File: config.mk
export PLATFORM = sky130hd
export DESIGN_NAME = product_accumulator
export DESIGN_NICKNAME = d
export VERILOG_FILES = /design/src/rtl/product_accumulator.sv
export SDC_FILE = /design/constraint.sdc
export NUM_CORES = 1
export LEC_CHECK = 0
export ABC_CLOCK_PERIOD_IN_PS = 4400
export BUFFER_PORTS_ARGS = -buffer_cell sky130_fd_sc_hd__buf_2
export CELL_PAD_IN_SITES_DETAIL_PLACEMENT = 1
export CELL_PAD_IN_SITES_GLOBAL_PLACEMENT = 2
export CORE_ASPECT_RATIO = 1.1
export CORE_MARGIN = 3
export CORE_UTILIZATION = 37
export CTS_CLUSTER_DIAMETER = 150
export CTS_CLUSTER_SIZE = 40
export DETAILED_ROUTE_END_ITERATION = 6
export GPL_ROUTABILITY_DRIVEN = 1
export HOLD_SLACK_MARGIN = 0.12
export PLACE_DENSITY = 0.89
export SYNTH_ARGS = -nofsm -noshare
export SYNTH_HDL_FRONTEND = slang
export SYNTH_SLANG_ARGS = --single-unit
File: constraint.sdc
create_clock -name clk -period 4.4 [get_ports clk]
set_clock_uncertainty 0.2 [all_clocks]
set_input_delay 0.44 -clock clk [delete_from_list [all_inputs] [get_ports clk]]
set_output_delay 0.44 -clock clk [all_outputs]
set_load 0.01 [all_outputs]
File: src/rtl/product_accumulator.sv
// -----------------------------------------------------------------------------
// product_accumulator
//   Streaming multiply-accumulate back end. It takes the 8-bit products from the
//   4x4 combinational array multiplier as a valid/ready stream, sums them into
//   a dot product, and emits one registered result beat per vector. A vector
//   closes on in_last, or is force-closed once MAX_TERMS products have been
//   summed.
//
//   Optional build macro: SATURATE_EN
//     defined   : every add clamps at 2^ACC_W-1 (sticky for the vector)
//     undefined : adds wrap modulo 2^ACC_W
//   In both builds out_ovf reports that some add in the vector carried out.
//
// Ports
//   clk        : clock, all state updates on the rising edge
//   rst        : synchronous, active-high reset
//   in_prod    : product from the multiplier (unsigned)
//   in_valid   : in_prod / in_last valid this cycle
//   in_last    : this product is the final term of the vector
//   in_ready   : block accepts a product this cycle (high only in ACCUM)
//   out_sum    : accumulated result
//   out_count  : number of terms in out_sum
//   out_forced : result closed by MAX_TERMS rather than by in_last
//   out_ovf    : accumulator carried out of ACC_W during this vector
//   out_valid  : result beat valid
//   out_ready  : consumer accepts the result
// -----------------------------------------------------------------------------
module product_accumulator #(
    parameter int PROD_W    = 8,
    parameter int ACC_W     = 12,
    parameter int MAX_TERMS = 16,
    parameter int CNT_W     = 8
) (
    input  logic              clk,
    input  logic              rst,
    input  logic [PROD_W-1:0] in_prod,
    input  logic              in_valid,
    input  logic              in_last,
    output logic              in_ready,
    output logic [ACC_W-1:0]  out_sum,
    output logic [CNT_W-1:0]  out_count,
    output logic              out_forced,
    output logic              out_ovf,
    output logic              out_valid,
    input  logic              out_ready
);

    typedef enum logic {
        ACCUM = 1'b0,
        HOLD  = 1'b1
    } state_e;

    localparam logic [CNT_W-1:0] MAX_CNT = CNT_W'(MAX_TERMS);

    state_e             state_q, state_d;
    logic [ACC_W-1:0]   acc_q, acc_d;
    logic [CNT_W-1:0]   cnt_q, cnt_d;
    logic               ovf_q, ovf_d;
    logic [ACC_W-1:0]   sum_q, sum_d;
    logic [CNT_W-1:0]   count_q, count_d;
    logic               forced_q, forced_d;
    logic               oovf_q, oovf_d;
    logic               vld_q, vld_d;

    logic               accept;
    logic [CNT_W-1:0]   cnt_inc;
    logic               close;
    logic [ACC_W:0]     sum_ext;
    logic               carry;
    logic [ACC_W-1:0]   add_res;

    // in_ready depends on state only, so no combinational path from in_valid.
    assign in_ready = (state_q == ACCUM);
    assign accept   = in_valid & in_ready;

    assign cnt_inc  = cnt_q + 1'b1;
    assign close    = in_last | (cnt_inc == MAX_CNT);

    // One extra bit catches the carry out of the accumulator width.
    assign sum_ext  = {1'b0, acc_q} + (ACC_W+1)'(in_prod);
    assign carry    = sum_ext[ACC_W];

`ifdef SATURATE_EN
    // Once clamped, acc stays at all-ones: any further nonzero add carries
    // again and a zero add leaves it unchanged.
    assign add_res  = carry ? {ACC_W{1'b1}} : sum_ext[ACC_W-1:0];
`else
    assign add_res  = sum_ext[ACC_W-1:0];
`endif

    always_comb begin
        state_d  = state_q;
        acc_d    = acc_q;
        cnt_d    = cnt_q;
        ovf_d    = ovf_q;
        sum_d    = sum_q;
        count_d  = count_q;
        forced_d = forced_q;
        oovf_d   = oovf_q;
        vld_d    = vld_q;

        case (state_q)
            ACCUM: begin
                if (accept) begin
                    if (close) begin
                        sum_d    = add_res;
                        count_d  = cnt_inc;
                        forced_d = ~in_last;
                        oovf_d   = ovf_q | carry;
                        vld_d    = 1'b1;
                        acc_d    = '0;
                        cnt_d    = '0;
                        ovf_d    = 1'b0;
                        state_d  = HOLD;
                    end else begin
                        acc_d    = add_res;
                        cnt_d    = cnt_inc;
                        ovf_d    = ovf_q | carry;
                    end
                end
            end
            HOLD: begin
                // Result registers are left untouched here, so they stay
                // stable for as long as the consumer stalls.
                if (vld_q & out_ready) begin
                    vld_d   = 1'b0;
                    state_d = ACCUM;
                end
            end
            default: state_d = ACCUM;
        endcase
    end

    always_ff @(posedge clk) begin
        if (rst) begin
            state_q  <= ACCUM;
            acc_q    <= '0;
            cnt_q    <= '0;
            ovf_q    <= 1'b0;
            sum_q    <= '0;
            count_q  <= '0;
            forced_q <= 1'b0;
            oovf_q   <= 1'b0;
            vld_q    <= 1'b0;
        end else begin
            state_q  <= state_d;
            acc_q    <= acc_d;
            cnt_q    <= cnt_d;
            ovf_q    <= ovf_d;
            sum_q    <= sum_d;
            count_q  <= count_d;
            forced_q <= forced_d;
            oovf_q   <= oovf_d;
            vld_q    <= vld_d;
        end
    end

    assign out_sum    = sum_q;
    assign out_count  = count_q;
    assign out_forced = forced_q;
    assign out_ovf    = oovf_q;
    assign out_valid  = vld_q;

endmodule

==> metrics.txt, run 1 <==
transition time of the tightest slew-check pin 0.916 ns; mean routed wirelength per cell 15.2 um; Synth top area share 37.0%; Worst IR Drop VDD 122 uV; data arrival time of the critical path 2.65 ns; Net count, final between 300 and 400; most used standard cell by instance count after synthesis sky130_fd_sc_hd__dfxtp_1; total count of max-transition violations in the final report 0; layout-stage area growth over the synthesis result 11.3%; number of clock sinks seen by CTS between 40 and 50; share of the clock period used by the worst path after layout 59.9%; critical path endpoint category flop; parity-gate share of the synthesized area counting xor and xnor cells roughly 5.8%; multiplexer area fraction after synthesis less than 1%; number of buffers inserted by post-CTS setup repair 0; sequential share of power 48.0%; Core ar. 0.00627 mm^2; DRT Pass-1 Iters 4; share of the synthesized area in compound gates (AO/OA/AOI/OAI) 25.9%; number of enable-type register cells in the synthesized netlist 0; starting utilization of the core area 38.8%; worst endpoint required time about 4.4 ns; full die area 0.00759 mm^2; input/output buffers 36; Final GP Congestion 0.751; RSZ-0062 raised after global routing no; max-cap viol count 0; Sw Pwr ~250 uW; total routing resource utilization after global routing 15.8%; boundary pin count 37; GR Overflow Total 0; post-detailed-route via-to-cell ratio 5.49; Switching Fraction 27.1%; Int Power 662 uW; top cells by area in the synthesized netlist sky130_fd_sc_hd__dfxtp_1 (37%), sky130_fd_sc_hd__ha_1 (5.1%), sky130_fd_sc_hd__nor2_1 (4.8%); vias in the first global route 2079; Max Clock Freq 380 MHz; dominant combinational cell family by area after synthesis compound AO/OA/AOI/OAI gates; violation count after the first detailed-routing iteration 56; DP HPWL 3910 um; end point of the worst hold path state_q; worst setup path category flop to flop; worst-path fanout max 27; final critical path time including I/O delays and setup 2.63 ns; layout cells sized above 1 18.7%; worst slew slack as a fraction of its limit 39.0%; CTS clk-pin slew, worst paths around 0.090 ns; average footprint of a synthesized cell 8.92 um^2; post-route DRC violation count 0; start point of the worst min-delay path out_ready; path category of the worst min-delay check primary input to flop; total of flip-flops plus latches after synthesis 45; status completed; count of synthesis-stage warnings from yosys 0; async set-or-reset flop fraction in the synthesized netlist 0%; post-cts sizing count 0; Worst R2R Start cnt_q[0]; TritonCTS clock tree built; Gate Count Post-Synth approximately 270; flop-to-flop setup slack around 1.8 ns; filler instances 756; endpoint of the lowest-slack register-to-register path out_count[3]; commonest cells in the netlist sky130_fd_sc_hd__dfxtp_1 (45), sky130_fd_sc_hd__nor2_1 (31), sky130_fd_sc_hd__nand2_1 (27), sky130_fd_sc_hd__a21oi_1 (22), sky130_fd_sc_hd__xnor2_1 (11); buffers from clock root to sink, at most 2; share of total power in combinational logic 14.8%; die width 83.3 um; Syn Nets 297; leakage dissipation about 1.1 nW; Post-Synth Adder-Cell Area 5.96%; wire length of the first global-routing pass 9930 um; largest net degree at the start of global routing slightly below 50; Worst Hold Path Cells 4; level count of the clock H-tree 2; library cell occupying the most area in the post-synthesis netlist sky130_fd_sc_hd__dfxtp_1; number of distinct library cells after synthesis 51; final-layout setup total negative slack 0 ns; areal power density over the cells 335 mW/mm^2; crit path launch type flop; number of nets with antenna violations after routing 0; n_diodes 0; share of the yosys chip area belonging to registers 37.0%; worst-skew pair later-pin latency 0.31 ns; Fin. Hold Viols 0; Via Count around 2100; worst reg2reg path depth 6; row cnt 30; Clock Tree Root sky130_fd_sc_hd__clkbuf_8; Placed Instances 371; routed wire length roughly 5800 um; clock power share 37.2%; area share of and/or/nand/nor cells after synthesis 18.9%; die boundary height 91.1 um; final cell count without fillers 379; Primary FF master, synth sky130_fd_sc_hd__dfxtp_1; Hold-fix buffers, CTS 0; initial antenna violation count 0; Post-Syn Area ~0.0024 mm^2; setup violation total in the final timing report 0; number of clock buffers inserted by TritonCTS 5
-- cells in the final DEF, fill, tap and decap left out, types with 2 or more instances in the layout --
cell                       instances
sky130_fd_sc_hd__and3_1            4
sky130_fd_sc_hd__a22oi_2           3
sky130_fd_sc_hd__ha_1             10
sky130_fd_sc_hd__nand2b_1          2
sky130_fd_sc_hd__nor3_1            9
sky130_fd_sc_hd__nor2_1           31
sky130_fd_sc_hd__a21oi_1          22
sky130_fd_sc_hd__a211oi_1          8
sky130_fd_sc_hd__xnor2_1          11
sky130_fd_sc_hd__a22oi_1           9
sky130_fd_sc_hd__nand2_1          27
sky130_fd_sc_hd__clkbuf_8          6
sky130_fd_sc_hd__dfxtp_1          45
sky130_fd_sc_hd__inv_1             4
sky130_fd_sc_hd__a31oi_1           6
sky130_fd_sc_hd__nor4_1            2
sky130_fd_sc_hd__nor2b_1           4
sky130_fd_sc_hd__a311oi_1          3
sky130_fd_sc_hd__a211o_1           3
sky130_fd_sc_hd__xor2_1            5
sky130_fd_sc_hd__a221oi_1          2
sky130_fd_sc_hd__nand3b_1          6
sky130_fd_sc_hd__o21ai_0           4
sky130_fd_sc_hd__o21a_1            2
sky130_fd_sc_hd__nand3_1           6
sky130_fd_sc_hd__buf_2            36
sky130_fd_sc_hd__a21o_1            4
-- cells by family (layout without fill, tap and decap cells) --
family	after synthesis	after routing
AO/OA/AOI/OAI	81	81
XOR/XNOR	16	16
buffers and inverters	23	49
adder cells (fa/ha/maj)	11	11
flip-flops	45	45
AND/OR/NAND/NOR	96	96
multiplexers	1	1
-- state kept, by name, indices dropped and copies added (netlist names) --
signal and flops:
cnt_q 8, state_q 1, out_valid 1, out_forced 1
ovf_q 1, out_ovf 1, out_count 8, acc_q 12
out_sum 12
-- worst max path at each step --
stage	from	endpoint	slack [ns]	cells after the start
2_1_floorplan	in_prod[0]	acc_q[8]	1.92	7
3_3_place_gp	in_prod[0]	acc_q[8]	1.69	8
3_5_place_dp	in_prod[0]	acc_q[8]	1.64	8
4_1_cts	cnt_q[0]	out_count[3]	1.71	6
5_1_grt	cnt_q[0]	out_sum[11]	1.49	6
6_report	cnt_q[0]	out_count[3]	1.77	6
-- stage by stage --
| step | hold slack, ns | util [%] | cell area [um^2] | setup slack [ns] | total power, mW |
|---|---|---|---|---|---|
| detailed placement | 0.250 | 41.3 | 2590 | 1.64 | 0.581 |
| CTS | 0.231 | 43.2 | 2710 | 1.71 | 0.919 |
| global placement | 0.240 | 41.3 | 2590 | 1.69 | 0.579 |
| floorplan | 0.270 | - | 2430 | 1.92 | 0.545 |
| global route | 0.266 | 43.2 | 2710 | 1.49 | 0.954 |
| finish | 0.233 | 43.2 | 2710 | 1.77 | 0.907 |
-- final cells by class --
class | instances | area [um^2] | area share [%]
multi-input cells | 205 | 1390 | 51.1
clock inverters | 2 | 37.5 | 1.39
well taps | 80 | 100 | 3.70
inverters | 4 | 15.0 | 0.554
flip-flops and latches | 45 | 901 | 33.3
clock buffers | 6 | 82.6 | 3.05
repair buffers | 37 | 188 | 6.93
-- power groups by stage --
stage	clock, mW	combinational [mW]	sequential [mW]
floorplan	0	0.0958	0.449
global placement	0	0.134	0.444
detailed placement	0	0.136	0.445
CTS	0.346	0.137	0.435
global route	0.363	0.153	0.438
finish	0.337	0.135	0.435
-- per-layer routing --
layer / GRT usage, % / wire, um / part of all wire (%) / vias up
met2: 27.6 / 2860 / 49 / 25
met1: 19.5 / 2670 / 46 / 1012
met3: 2.81 / 163 / 2.8 / 6
li1: - / - / - / 1036
met4: 5.59 / 79 / 1.4 / 0
met5: 0 / 0 / 0 / -
-- worst max-delay path, cell delays in order (launching register included) --
cell and delay [ns]:
sky130_fd_sc_hd__dfxtp_1 0.49, sky130_fd_sc_hd__ha_1 0.39, sky130_fd_sc_hd__nand4b_1 0.20, sky130_fd_sc_hd__o22ai_4 0.33, sky130_fd_sc_hd__a31o_2 0.60, sky130_fd_sc_hd__nor2_1 0.09
sky130_fd_sc_hd__a211oi_1 0.24
Power figures use the tool's default switching activity.
==> run 2: changes to the inputs <==
==> config.mk (replaced) <==
export PLATFORM = sky130hd
export DESIGN_NAME = product_accumulator
export DESIGN_NICKNAME = d
export VERILOG_FILES = /design/src/rtl/product_accumulator.sv
export SDC_FILE = /design/constraint.sdc
export NUM_CORES = 1
export LEC_CHECK = 0
export ABC_CLOCK_PERIOD_IN_PS = 2500
export BUFFER_PORTS_ARGS = -buffer_cell sky130_fd_sc_hd__buf_2
export CELL_PAD_IN_SITES_DETAIL_PLACEMENT = 1
export CELL_PAD_IN_SITES_GLOBAL_PLACEMENT = 2
export CORE_ASPECT_RATIO = 1.1
export CORE_MARGIN = 3
export CORE_UTILIZATION = 34
export CTS_CLUSTER_DIAMETER = 150
export CTS_CLUSTER_SIZE = 40
export DETAILED_ROUTE_END_ITERATION = 6
export GPL_ROUTABILITY_DRIVEN = 1
export HOLD_SLACK_MARGIN = 0.12
export PLACE_DENSITY = 0.83
export SYNTH_ARGS = -nofsm -noshare
export SYNTH_HDL_FRONTEND = slang
export SYNTH_SLANG_ARGS = --single-unit
==> constraint.sdc (replaced) <==
create_clock -name clk -period 2.5 [get_ports clk]
set_clock_uncertainty 0.2 [all_clocks]
set_input_delay 0.25 -clock clk [delete_from_list [all_inputs] [get_ports clk]]
set_output_delay 0.25 -clock clk [all_outputs]
set_load 0.01 [all_outputs]
==> run 2 against run 1 <==
Flip-flop and latch count unchanged. Sequential share of layout area down 1.6 points. Wire length up 6.1%. Final cell count up 4.5%. Design area up 5.2%. Non-clock buffer count up 15. Utilization down 1.0 points. Setup slack worse by 1.6 ns. First-iteration DRC count up 34%. Die area up 8.2%. Total power up 86%. Sequential power up 76%. Critical endpoint is now acc_q[8]. Largest power group unchanged.
==> metrics.txt, run 2 (synthesized netlist as in run 1, its figures left out) <==
number of nets with antenna violations after routing 0 (unchanged); mean routed wirelength per cell 15.5 um (+1.5%); sequential share of power 45.3% (-2.7 points); Max Clock Freq 425 MHz (+12%); largest net degree at the start of global routing 33 (-33%); level count of the clock H-tree 2 (unchanged); worst setup slack before clock tree synthesis 0.0488 ns (-1.59 ns); number of clock sinks seen by CTS 45 (unchanged); PnR worst setup slack 0.148 ns (-1.62 ns); leakage dissipation 1.15 nW (+7.9%); Net count, final 337 (+4.7%); RSZ-0062 raised after global routing no; Worst IR Drop VDD 257 uV (+110%); full die area 0.00821 mm^2 (+8.2%); clock power share 39.2% (+2.0 points); Worst R2R Start acc_q[0]; input/output buffers 36 (unchanged); routed wire length 6120 um (+6.1%); Setup crit end acc_q[8]; Int Power 1.25 mW (+89%); Sw Pwr 434 uW (+77%); worst-path fanout max 3 (-89%); wire length of the first global-routing pass 10400 um (+5.1%); Final GP Congestion 0.765 (+1.9%); path category of the worst min-delay check primary input to flop; endpoint of the lowest-slack register-to-register path acc_q[8]; DRT Pass-1 Iters 4 (unchanged); max-cap viol count 0 (unchanged); boundary pin count 37 (unchanged); layout-stage area growth over the synthesis result 17.0%; worst-skew pair later-pin latency 0.31 ns (about the same); total routing resource utilization after global routing 15.9% (+0.11 points); most frequent standard cell in the layout excluding fill and tap cells sky130_fd_sc_hd__dfxtp_1; setup violation total in the final timing report 0 (unchanged); launching instance or port of the critical path acc_q[0]; die width 86.7 um (+4.0%); post-detailed-route via-to-cell ratio 5.39 (-1.8%); worst reg2reg path depth 7 (+1); worst endpoint required time 2.49 ns (-1.92 ns); starting utilization of the core area 36.1% (-2.8 points); row cnt 31 (+3.3%); total count of max-transition violations in the final report 0 (unchanged); areal power density over the cells 592 mW/mm^2 (+77%); worst slew slack as a fraction of its limit 71.8% (+33 points); n_diodes 0 (unchanged); initial antenna violation count 0 (unchanged); GR Overflow Total 0 (unchanged); buffers from clock root to sink, at most 2 (unchanged); worst setup path category flop to flop; final-layout setup total negative slack 0 ns (unchanged); violation count after the first detailed-routing iteration 75 (+34%); post-route DRC violation count 0 (unchanged); status completed; data arrival time of the critical path 2.34 ns (-0.31 ns); most used cells in the layout excluding fill and tap cells sky130_fd_sc_hd__dfxtp_1 (45), sky130_fd_sc_hd__buf_2 (36), sky130_fd_sc_hd__nor2_1 (31), sky130_fd_sc_hd__nand2_1 (27), sky130_fd_sc_hd__a21oi_1 (22); final critical path time including I/O delays and setup 2.35 ns (-0.283 ns); flop-to-flop setup slack 0.15 ns (-1.62 ns); vias in the first global route 2129 (+2.4%); crit path launch type flop; Switching Fraction 25.7% (-1.3 points); layout cells sized above 1 22.3% (+3.6 points); share of the clock period used by the worst path after layout 94.1% (+34 points); number of clock buffers inserted by TritonCTS 5 (unchanged); filler instances 842 (+11%); Core ar. 0.00675 mm^2 (+7.7%); TritonCTS clock tree built; die boundary height 94.8 um (+4.0%); critical path endpoint category flop; transition time of the tightest slew-check pin 0.412 ns (-0.504 ns); Clock Tree Root sky130_fd_sc_hd__clkbuf_8; Via Count 2134 (+2.6%); Fin. Hold Viols 0 (unchanged); CTS clk-pin slew, worst paths 0.09 ns (about the same); Worst Hold Margin 0.142 ns (-0.0913 ns); DP HPWL 4420 um (+13%); share of total power in combinational logic 15.5% (+0.7 points)
run 2: critical path: stages (launching register included):
cell and delay, ns:
sky130_fd_sc_hd__dfxtp_1 0.33, sky130_fd_sc_hd__ha_1 0.22, sky130_fd_sc_hd__fa_1 0.42, sky130_fd_sc_hd__a21o_1 0.24
sky130_fd_sc_hd__a221oi_2 0.27, sky130_fd_sc_hd__o21a_1 0.17, sky130_fd_sc_hd__nor3_1 0.05, sky130_fd_sc_hd__a221o_1 0.34
run 2: how the worst min path moves through the flow:
stage                    to          from  slack (ns)  cells after the start
6_report           acc_q[0]    in_prod[0]        0.14                      4
5_1_grt            acc_q[0]    in_prod[0]        0.17                      4
4_1_cts            acc_q[0]    in_prod[0]        0.14                      4
3_5_place_dp     out_sum[9]    out_sum[9]        0.25                      2
3_3_place_gp   out_count[1]  out_count[1]        0.24                      2
2_1_floorplan       state_q     out_ready        0.24                      3
run 2: layout make-up:
type | count | area (um^2) | share of cell area [%]
Clock inverter | 3 | 65.1 | 2.28
Tap cell | 82 | 103 | 3.60
Sequential cell | 45 | 901 | 31.6
Multi-Input combinational cell | 205 | 1390 | 48.8
Clock buffer | 5 | 68.8 | 2.42
Timing Repair Buffer | 52 | 305 | 10.7
Inverter | 4 | 15.0 | 0.527
run 2: power groups by stage:
stage	Clock, mW	Sequential, mW	Combinational (mW)
after floorplan	0	0.790	0.169
after global placement	0	0.780	0.257
after detailed placement	0	0.782	0.260
after CTS	0.685	0.765	0.264
after global routing	0.711	0.770	0.294
final	0.660	0.765	0.261
run 2: per-layer routing:
metal | GRT usage, % | up-vias | share of wire (%)
li1 | - | 1069 | -
met1 | 20.4 | 1032 | 46
met2 | 26.6 | 25 | 49
met3 | 2.88 | 8 | 2.9
met4 | 5.97 | 0 | 1.6
met5 | 0 | - | 0
run 2: what timing repair did:
action,in CTS,in global routing
hold buffers,2,0
endpoints found under the hold margin,5,0
resized for setup,0,1
endpoints found under the setup margin,0,1
buffers inserted,0,0
run 2: metrics by stage:
| stage | total power, mW | utilization (%) | cell area [um^2] | instances |
|---|---|---|---|---|
| final | 1.69 | 42.2 | 2850 | 396 |
| after global routing | 1.77 | 42.2 | 2850 | 396 |
| after CTS | 1.71 | 42.1 | 2840 | 396 |
| after detailed placement | 1.04 | 39.8 | 2690 | 386 |
| after global placement | 1.04 | 39.8 | 2690 | 386 |
| after floorplan | 0.959 | - | 2430 | 273 |
==> run 3: changes to the inputs <==
--- a/config.mk
+++ b/config.mk
@@ -6,18 +6,19 @@
 export NUM_CORES = 1
 export LEC_CHECK = 0
 export ABC_CLOCK_PERIOD_IN_PS = 2500
-export BUFFER_PORTS_ARGS = -buffer_cell sky130_fd_sc_hd__buf_2
 export CELL_PAD_IN_SITES_DETAIL_PLACEMENT = 1
 export CELL_PAD_IN_SITES_GLOBAL_PLACEMENT = 2
 export CORE_ASPECT_RATIO = 1.1
 export CORE_MARGIN = 3
-export CORE_UTILIZATION = 34
+export CORE_UTILIZATION = 38
 export CTS_CLUSTER_DIAMETER = 150
 export CTS_CLUSTER_SIZE = 40
 export DETAILED_ROUTE_END_ITERATION = 6
+export DONT_BUFFER_PORTS = 1
 export GPL_ROUTABILITY_DRIVEN = 1
 export HOLD_SLACK_MARGIN = 0.12
 export PLACE_DENSITY = 0.83
+export REMOVE_ABC_BUFFERS = 1
 export SYNTH_ARGS = -nofsm -noshare
 export SYNTH_HDL_FRONTEND = slang
 export SYNTH_SLANG_ARGS = --single-unit
==> run 3 against run 2 <==
Final cell count shrank 9.3%. Critical path type is now primary input to flop. Count of clock-buffer cells in the layout grew 1. Sequential share of layout area grew 2.0 points. Via count shrank 6.6%. Register-to-register slack lost 0.03 ns. Sequential power grew 2%.
==> metrics.txt, run 3 (synthesized netlist as in run 1, its figures left out) <==
Core ar. 0.00599 mm^2 (-11%); total routing resource utilization after global routing 17.4% (+1.5 points); PnR worst setup slack 0.100 ns (-0.0481 ns); crit path launch type primary input; worst setup path category primary input to flop; Final GP Congestion 0.728 (-4.9%); share of total power in combinational logic 15.4% (about the same); Final Instance Area 0.00268 mm^2 (-6.0%); Worst R2R Start acc_q[0]; number of nets with antenna violations after routing 0 (unchanged); number of clock sinks seen by CTS 45 (unchanged); met1 Usage GRT 24.6% (+4.2 points); full die area 0.00741 mm^2 (-9.8%); flop-to-flop setup slack 0.12 ns (-0.03 ns); post-route DRC violation count 0 (unchanged); vias in the first global route 2044 (-4.0%); worst-path fanout max 3 (unchanged); most used cells in the layout excluding fill and tap cells sky130_fd_sc_hd__dfxtp_1 (45), sky130_fd_sc_hd__nor2_1 (31), sky130_fd_sc_hd__nand2_1 (27), sky130_fd_sc_hd__a21oi_1 (22); Net count, final 305 (-9.5%); start point of the worst min-delay path in_valid; worst-skew pair later-pin latency 0.29 ns (-0.02 ns); wire length of the first global-routing pass 10200 um (-1.8%); status completed; DRT Pass-1 Iters 5 (+1); GR Overflow Total 0 (unchanged); data arrival time of the critical path 2.39 ns (+0.05 ns); final cell count without fillers 359 (-9.3%); total count of max-transition violations in the final report 0 (unchanged); TritonCTS clock tree built; number of clock buffers inserted by TritonCTS 5 (unchanged); DP HPWL 4010 um (-9.3%); die boundary height 90.0 um (-5.1%); RSZ-0062 raised after global routing no; endpoint of the lowest-slack register-to-register path acc_q[8]; Fin. Hold Viols 0 (unchanged); input/output buffers 0 (-100%); worst reg2reg path depth 7 (unchanged); layout cells sized above 1 11.3% (-11 points); Worst Hold Path Cells 3 (-1); Via Count 1993 (-6.6%); sequential share of power 53.6% (+8.3 points); share of the clock period used by the worst path after layout 96.0% (+1.9 points); post-detailed-route via-to-cell ratio 5.55 (+3.0%); most used routing layer met2; n_diodes 0 (unchanged); mean routed wirelength per cell 16.6 um (+7.2%); layout-stage area growth over the synthesis result 10.0%; met2 capacity usage during global routing 25.8% (-0.79 points); worst slew slack as a fraction of its limit 71.7% (-0.11 points); initial antenna violation count 0 (unchanged); buffers from clock root to sink, at most 2 (unchanged); met3 Use GR 5.00% (+2.1 points); final critical path time including I/O delays and setup 2.40 ns (+0.0481 ns); end point of the worst hold path ovf_q; Worst IR Drop VDD 251 uV (-2.3%); level count of the clock H-tree 2 (unchanged); starting utilization of the core area 40.7% (+4.6 points); CTS clk-pin slew, worst paths 0.09 ns (about the same); worst endpoint required time 2.49 ns (about the same); leakage dissipation 0.988 nW (-14%); Switching Fraction 28.7% (+3.0 points); boundary pin count 37 (unchanged); clock power share 30.9% (-8.3 points); max-cap viol count 0 (unchanged); largest net degree at the start of global routing 49 (+48%); violation count after the first detailed-routing iteration 87 (+16%); Placed Instances 342 (-11%); critical path endpoint category flop; Clock Tree Root sky130_fd_sc_hd__clkbuf_8; setup violation total in the final timing report 0 (unchanged); Cell Area, Placed 0.00249 mm^2 (-7.3%); Max Clock Freq 417 MHz (-2.0%); most frequent standard cell in the layout excluding fill and tap cells sky130_fd_sc_hd__dfxtp_1; transition time of the tightest slew-check pin 0.413 ns (+0.00155 ns); routed wire length 5950 um (-2.8%); Int Power 1.04 mW (-17%); final-layout setup total negative slack 0 ns (unchanged); worst setup slack before clock tree synthesis 0.0726 ns (+0.0237 ns); row cnt 29 (-6.5%); die width 82.3 um (-5.0%); Sw Pwr 417 uW (-4.0%); areal power density over the cells 542 mW/mm^2 (-8.5%); path category of the worst min-delay check primary input to flop
## run 3: cell types whose count changed in the layout (fill, tap and decap cells not counted), sizes merged
cell / previous run / this run
buf: 50 / 13
clkbuf: 5 / 6
clkinv: 1 / 2
dlygate4sd3: 2 / 7
bufinv: 2 / 0
## run 3: worst max-delay path by stage
stage	from	slack, ns	endpoint
after floorplan	acc_q[0]	0.17	acc_q[8]
after global placement	acc_q[0]	0.15	acc_q[8]
after detailed placement	acc_q[0]	0.07	acc_q[8]
after CTS	in_prod[1]	0.04	acc_q[8]
after global routing	acc_q[0]	0.007	out_ovf
final	in_prod[1]	0.10	acc_q[8]
## run 3: layer usage
layer	routed length (um)	share of wire, %	vias up
li1	-	-	1003
met1	2820	47	953
met2	2770	47	32
met3	303	5.1	5
met4	52	0.87	0
met5	0	0	-
## run 3: cell type report
cell class	instances	area, um^2
clock buffers	6	72.6
clock inverters	2	10.0
fillers	723	3310
inverters	4	15.0
multi-input cells	205	1390
flip-flops and latches	45	901
well taps	77	96.3
repair buffers	20	193
## run 3: power by group through the flow
| stage | Sequential (mW) | Combinational, mW | Clock, mW |
|---|---|---|---|
| after CTS | 0.780 | 0.223 | 0.474 |
| after global routing | 0.784 | 0.254 | 0.498 |
| final | 0.779 | 0.224 | 0.449 |
| after detailed placement | 0.797 | 0.196 | 0 |
| after global placement | 0.796 | 0.196 | 0 |
| after floorplan | 0.790 | 0.144 | 0 |
## run 3: stage by stage
step	hold slack (ns)	total power [mW]	util [%]
after detailed placement	0.129	0.993	41.6
after global routing	0.170	1.54	44.7
after floorplan	0.119	0.934	-
after CTS	0.158	1.48	44.5
final	0.172	1.45	44.7
after global placement	0.126	0.991	41.6
## run 3: repair_timing
action	4_1_cts	5_1_grt
endpoints found under the setup margin	0	3
setup buffers	0	1
hold buffers	8	0
endpoints found under the hold margin	45	0
resized for setup	0	1
## run 3: worst max-delay path, cell delays in order
cell                            delay (ns)
sky130_fd_sc_hd__dlygate4sd3_1        0.57
sky130_fd_sc_hd__fa_1                 0.46
sky130_fd_sc_hd__a21o_1               0.23
sky130_fd_sc_hd__a221oi_2             0.27
sky130_fd_sc_hd__o21a_1               0.22
sky130_fd_sc_hd__nor3_1               0.06
sky130_fd_sc_hd__a221o_1              0.34
